[src/rtl/spi_register_controller_pkg.sv]
// Shared definitions for the SPI register controller: FSM state encoding
// and the fixed command/address constants.
package spi_register_controller_pkg;

  typedef enum logic [1:0] {
    STATE_IDLE    = 2'd0,
    STATE_COMMAND = 2'd1,
    STATE_WRITE   = 2'd2,
    STATE_READ    = 2'd3
  } state_t;

  localparam int CMD_READ_BIT = 7;
  localparam int STATUS_ADDR  = 0;

endpackage

[src/rtl/spi_register_file.sv]
// Register file with a synchronous write port, a combinational read port and a
// flattened output; address 0 is the read-only status byte.
module spi_register_file
  import spi_register_controller_pkg::*;
#(
  parameter int REGS       = 16,
  parameter int ADDR_WIDTH = 4
) (
  input  logic                  clk,
  input  logic                  reset,
  input  logic                  we,
  input  logic [ADDR_WIDTH-1:0] waddr,
  input  logic [7:0]            wdata,
  input  logic [ADDR_WIDTH-1:0] raddr,
  input  logic [7:0]            status,
  output logic [7:0]            rdata,
  output logic [REGS*8-1:0]     flat
);

  // No storage exists at the status address, so writes there fall away.
  assign flat[STATUS_ADDR*8 +: 8] = status;

  for (genvar g = STATUS_ADDR + 1; g < REGS; g++) begin : g_reg
    logic [7:0] value;

    // One storage byte per writable address.
    always_ff @(posedge clk) begin
      if (reset) begin
        value <= 8'h00;
      end else if (we && (waddr == ADDR_WIDTH'(g))) begin
        value <= wdata;
      end else begin
        value <= value;
      end
    end

    assign flat[g*8 +: 8] = value;
  end

  assign rdata = flat[{raddr, 3'b000} +: 8];

endmodule

[src/rtl/spi_register_controller.sv]
// Frame-level SPI controller: decodes the command byte, performs auto-increment
// register writes/reads and sequences the byte returned on MISO.
module spi_register_controller
  import spi_register_controller_pkg::*;
#(
  parameter int REGS       = 16,
  parameter int ADDR_WIDTH = 4
) (
  input  logic                  Clock,
  input  logic                  Reset,
  input  logic                  CS_i,
  input  logic                  Done_i,
  input  logic [7:0]            DataReceived_i,
  input  logic [7:0]            Status_i,
  output logic [7:0]            DataToSend_o,
  output logic [REGS*8-1:0]     Registers_o,
  output logic                  WriteStrobe_o,
  output logic [ADDR_WIDTH-1:0] WriteAddress_o,
  output logic                  Busy_o
);

  state_t                state;
  state_t                next_state;
  logic [ADDR_WIDTH-1:0] addr;
  logic [ADDR_WIDTH-1:0] rd_addr;
  logic [7:0]            rd_data;
  logic                  wr_en;
  logic                  load_miso;
  logic                  armed;

  spi_register_file #(
    .REGS       (REGS),
    .ADDR_WIDTH (ADDR_WIDTH)
  ) u_regs (
    .clk    (Clock),
    .reset  (Reset),
    .we     (wr_en),
    .waddr  (addr),
    .wdata  (DataReceived_i),
    .raddr  (rd_addr),
    .status (Status_i),
    .rdata  (rd_data),
    .flat   (Registers_o)
  );

  // Next-state decode; a byte completing as CS rises is still processed.
  always_comb begin
    next_state = state;
    wr_en      = 1'b0;
    load_miso  = 1'b0;
    rd_addr    = addr + ADDR_WIDTH'(1);
    case (state)
      STATE_IDLE: begin
        if (!CS_i && armed) begin
          next_state = STATE_COMMAND;
        end else begin
          next_state = STATE_IDLE;
        end
      end
      STATE_COMMAND: begin
        rd_addr = DataReceived_i[ADDR_WIDTH-1:0];
        if (Done_i) begin
          next_state = DataReceived_i[CMD_READ_BIT] ? STATE_READ : STATE_WRITE;
          load_miso  = DataReceived_i[CMD_READ_BIT];
        end else begin
          next_state = STATE_COMMAND;
        end
      end
      STATE_WRITE: begin
        wr_en = Done_i && (addr != ADDR_WIDTH'(STATUS_ADDR));
      end
      STATE_READ: begin
        load_miso = Done_i;
      end
      default: begin
        next_state = STATE_IDLE;
      end
    endcase
    if (CS_i) begin
      next_state = STATE_IDLE;
    end else begin
      next_state = next_state;
    end
  end

  // State, address counter, MISO byte and write-report registers.
  always_ff @(posedge Clock) begin
    if (Reset) begin
      state          <= STATE_IDLE;
      addr           <= '0;
      armed          <= 1'b0;
      DataToSend_o   <= 8'h00;
      WriteStrobe_o  <= 1'b0;
      WriteAddress_o <= '0;
      Busy_o         <= 1'b0;
    end else begin
      state         <= next_state;
      Busy_o        <= (next_state != STATE_IDLE);
      WriteStrobe_o <= wr_en;
      // A reset mid-frame leaves CS low; wait for it to go high before re-arming.
      armed         <= armed | CS_i;
      if (wr_en) begin
        WriteAddress_o <= addr;
      end else begin
        WriteAddress_o <= WriteAddress_o;
      end
      if (Done_i && (state == STATE_COMMAND)) begin
        addr <= DataReceived_i[ADDR_WIDTH-1:0];
      end else if (Done_i && ((state == STATE_WRITE) || (state == STATE_READ))) begin
        addr <= addr + ADDR_WIDTH'(1);
      end else begin
        addr <= addr;
      end
      if (CS_i) begin
        DataToSend_o <= 8'h00;
      end else if (load_miso) begin
        DataToSend_o <= rd_data;
      end else begin
        DataToSend_o <= DataToSend_o;
      end
    end
  end

endmodule
[config.mk]
export PLATFORM = sky130hd
export DESIGN_NAME = spi_register_controller
export DESIGN_NICKNAME = d
export VERILOG_FILES = /design/src/rtl/spi_register_controller_pkg.sv /design/src/rtl/spi_register_file.sv /design/src/rtl/spi_register_controller.sv
export SDC_FILE = /design/constraint.sdc
export NUM_CORES = 1
export LEC_CHECK = 0
export CORE_MARGIN = 1.5
export CORE_UTILIZATION = 30
export DETAILED_ROUTE_END_ITERATION = 8
export PLACE_DENSITY_LB_ADDON = 0.1
export SETUP_SLACK_MARGIN = 0.05
export SYNTH_ARGS = -nofsm -noshare
export SYNTH_HDL_FRONTEND = slang
export SYNTH_SLANG_ARGS = --single-unit
[constraint.sdc]
create_clock -name Clock -period 6 [get_ports Clock]
set_clock_uncertainty 0.15 [all_clocks]
set_input_delay 1.2 -clock Clock [delete_from_list [all_inputs] [get_ports Clock]]
set_output_delay 1.2 -clock Clock [all_outputs]
set_load 0.05 [all_outputs]
==> impl_metrics.py <==
metrics = {
    "run_status": {
        "outcome": "finished clean",
    },
    "cts": {
        "clockBufferDepth": 2,
        "cts_tree": "built",
        "htreeDepth": 4,
        "cts.repair.resized": 0,
        "clock-sinks": 141,
        "clk_pin_slew_ns": 0.06,
        "cts_buffers": 17,
        "hold_buffers": 0,
        "post_cts_buffers": 0,
        "clk_latency_ns": 0.43,
        "clockRootBuffer": "clkbuf_16",
    },
    "global_routing": {
        "grtUsageTotal": 0.211,
        "grt_max_degree": 68,
        "antenna_found_initial": 0,
        "grt_pass1_vias": 5734,
        "gr-total-overflow": 0,
        "grt_util_met2": 0.316,
        "use_met3": 0.0541,
        "grt_pass1_wl_um": 34700,
        "met1_usage": 0.293,
        "grt_busiest_layer": "met2",
    },
    "power": {
        "p_leak_uw": 0.00284,
        "finalPower_uw": 2160,
        "p_per_area_nw_per_um2": 250,
        "vdd_drop_max_v": 0.000200,
    },
    "sta": {
        "relSlewSlack": 0.346,
        "rsz0062_at_grt": "no",
        "hold_viol_final": 0,
        "fmax_mhz": 259,
        "period_needed_ns": 3.87,
        "fin_crit_sh": 0.644,
        "maxSlewViolCount": 0,
        "setup_violations": 0,
        "fin_tns_setup_ns": 0,
        "worstMarginPinSlew_ns": 0.981,
    },
    "worst_hold_path": {
        "hold_class": "reg -> reg",
        "worstHoldEndpoint": "WriteAddress_o[3]",
        "hold_start": "WriteAddress_o[3]",
        "worstHoldPathCells": 2,
    },
    "synth": {
        "syn-mean-instance-area_um2": 8.89,
        "synthCells": 721,
        "async_reset_ff_frac": 0,
        "ys_warn_count": 0,
        "synth-seq-cells": 141,
        "synth_edf_count": 0,
        "yosysSeqAreaShare": 0.440,
        "netlist_area_um2": 6410,
        "synth_fp_nets": 745,
        "ys.flop_type": "dfxtp_1",
        "synth.distinct_cells": 49,
    },
    "detailed_routing": {
        "drc": 0,
        "firstDrtPassIters": 5,
        "routedWlPerCell_um": 20.7,
        "drt-initial-drc-count": 457,
        "vias": 5935,
        "routed_via_density": 5.28,
        "routed_wl_um": 23200,
        "detail-route-antenna-nets": 0,
    },
    "setup_path": {
        "slowest_delay_ns": 0.81,
        "crit_path_start_kind": "input port",
        "crit_family": "buffers and inverters",
        "worstSetupEndpointType": "output port",
        "rrSetupSlack_ns": 2.85,
        "cp_slowest_cell": "clkdlybuf4s50_1",
        "reg2reg_to": "DataToSend_o[5]",
        "rr_startpoint": "addr[0]",
        "cpMostUsedCell": "clkdlybuf4s50_1",
        "cp_cell_sequence": "clkdlybuf4s50_1 -> clkdlybuf4s50_1",
        "crit_buf_inv": 2,
        "critPathKind": "in -> out",
        "arrival_ns": 2.52,
        "r2r.worst_path.cells": 7,
        "crit_required_ns": 4.65,
        "path_max_fanout": 2,
    },
    "floorplanning": {
        "rows": 53,
        "coreArea_um2": 21000,
        "dieArea_um2": 22200,
        "io-pin-count": 162,
        "dieWidth_um": 149,
        "fp.dieH_um": 149,
        "initial_core_util": 0.306,
    },
    "finish": {
        "fin_nets": 859,
        "n_antenna_cell": 0,
        "utilization": 0.413,
        "synthToLayoutAreaGrowth_pct": 35.1,
        "drive_above_1_share": 0.0743,
    },
    "place": {
        "gp_congestion": 0.840,
        "port_buffers": 161,
        "dp.final_hpwl_um": 16100,
    },
    "flow_run": {
        "cap_viol_max_count": 0,
    },
}
placed cells by master (no fill, tap or decap), drive strengths merged, types with 2 or more instances in the layout:
cell / n
a211oi: 4
a21o: 3
a21oi: 74
a222oi: 6
a22oi: 8
a2bb2oi: 6
a31o: 2
a31oi: 8
a32oi: 8
and2: 9
and3b: 3
buf: 9
bufinv: 2
clkbuf: 20
clkdlybuf4s50: 160
clkinv: 4
clkinvlp: 5
dfxtp: 141
ha: 4
inv: 5
mux2: 8
mux2i: 68
mux4: 14
nand2: 99
nand3: 58
nor2: 86
nor3: 2
o211ai: 2
o21a: 2
o21ai: 13
report_power, final:
| part | leakage [µW] | switching (µW) | internal (µW) |
|---|---|---|---|
| clock network | 0.000275 | 421 | 636 |
| registers | 0.00114 | 4.43 | 939 |
| logic | 0.00143 | 115 | 48.6 |
registers in the layout (all words and copies together) (netlist names):
name and flops:
WriteAddress_o 4, addr 4, DataToSend_o 8, Busy_o 1, state 2, u_regs.g.value 120
armed 1, WriteStrobe_o 1
per-stage QoR:
stage          hold WS (ns)  area [µm²]  cells  setup slack (ns)
2_1_floorplan         0.284        6410    721              3.07
3_3_place_gp          0.299        8070   1091              1.88
3_5_place_dp          0.300        8070   1091              1.79
4_1_cts               0.308        8660   1123              2.12
5_1_grt               0.339        8660   1123              2.07
6_report              0.302        8660   1123              2.13
area by class of cell:
cell class,instances,area [µm²]
Tap cell,275,344
Multi-Input combinational cell,502,3210
Timing Repair Buffer,169,1670
Fill cell,2138,12300
Clock inverter,12,138
Clock buffer,20,457
Inverter,4,15.0
Sequential cell,141,2820
how the worst max path moves through the flow:
stage,startpoint,end,slack (ns),cells after the start
4_1_cts,Status_i[7],Registers_o[7],2.12,2
6_report,Status_i[2],Registers_o[2],2.13,2
5_1_grt,DataReceived_i[1],DataToSend_o[4],2.07,8
3_3_place_gp,DataReceived_i[1],DataToSend_o[5],1.88,8
3_5_place_dp,DataReceived_i[1],DataToSend_o[5],1.79,8
2_1_floorplan,DataReceived_i[0],DataToSend_o[2],3.07,7
cell usage after synthesis (2+ instances only):
| library cell | number | area share |
|---|---|---|
| nor3_1 | 2 | 0.0016 |
| nor2_1 | 86 | 0.050 |
| mux4_1 | 4 | 0.016 |
| o21a_1 | 2 | 0.0023 |
| clkbuf_1 | 44 | 0.026 |
| mux2_4 | 7 | 0.016 |
| o21ai_0 | 13 | 0.010 |
| nand2_1 | 99 | 0.058 |
| buf_4 | 10 | 0.012 |
| and2_1 | 8 | 0.0078 |
| mux2i_1 | 68 | 0.11 |
| buf_2 | 12 | 0.0094 |
| mux4_2 | 10 | 0.035 |
| a21o_1 | 3 | 0.0035 |
| o211ai_1 | 2 | 0.0023 |
| a32oi_1 | 8 | 0.011 |
| a2bb2oi_1 | 6 | 0.0082 |
| a222oi_1 | 6 | 0.0094 |
| a31o_2 | 2 | 0.0027 |
| a21oi_1 | 73 | 0.057 |
| ha_1 | 4 | 0.0078 |
| a211oi_1 | 4 | 0.0047 |
| a31oi_1 | 8 | 0.0078 |
| buf_6 | 2 | 0.0035 |
| nand3_1 | 58 | 0.045 |
| a22oi_1 | 8 | 0.0094 |
| dfxtp_1 | 141 | 0.44 |
| and3b_1 | 3 | 0.0041 |
| inv_1 | 4 | 0.0023 |
| buf_1 | 5 | 0.0029 |
logic make-up (layout without fill, tap and decap cells):
kind of cell,count (synthesis),count (layout),synth area share
buffers and inverters,78,205,0.0580
XOR/XNOR,2,2,0.00273
adder cells (fa/ha/maj),4,4,0.00781
flip-flops,141,141,0.440
multiplexers,90,90,0.176
AO/OA/AOI/OAI,141,141,0.137
AND/OR/NAND/NOR,265,265,0.178
layer usage:
layer  up-vias  share of wire
li1       2751              -
met1      2855           0.45
met2       303           0.44
met3        26          0.090
met4         0          0.017
met5         -              0
(Power assumes the default switching activity.)
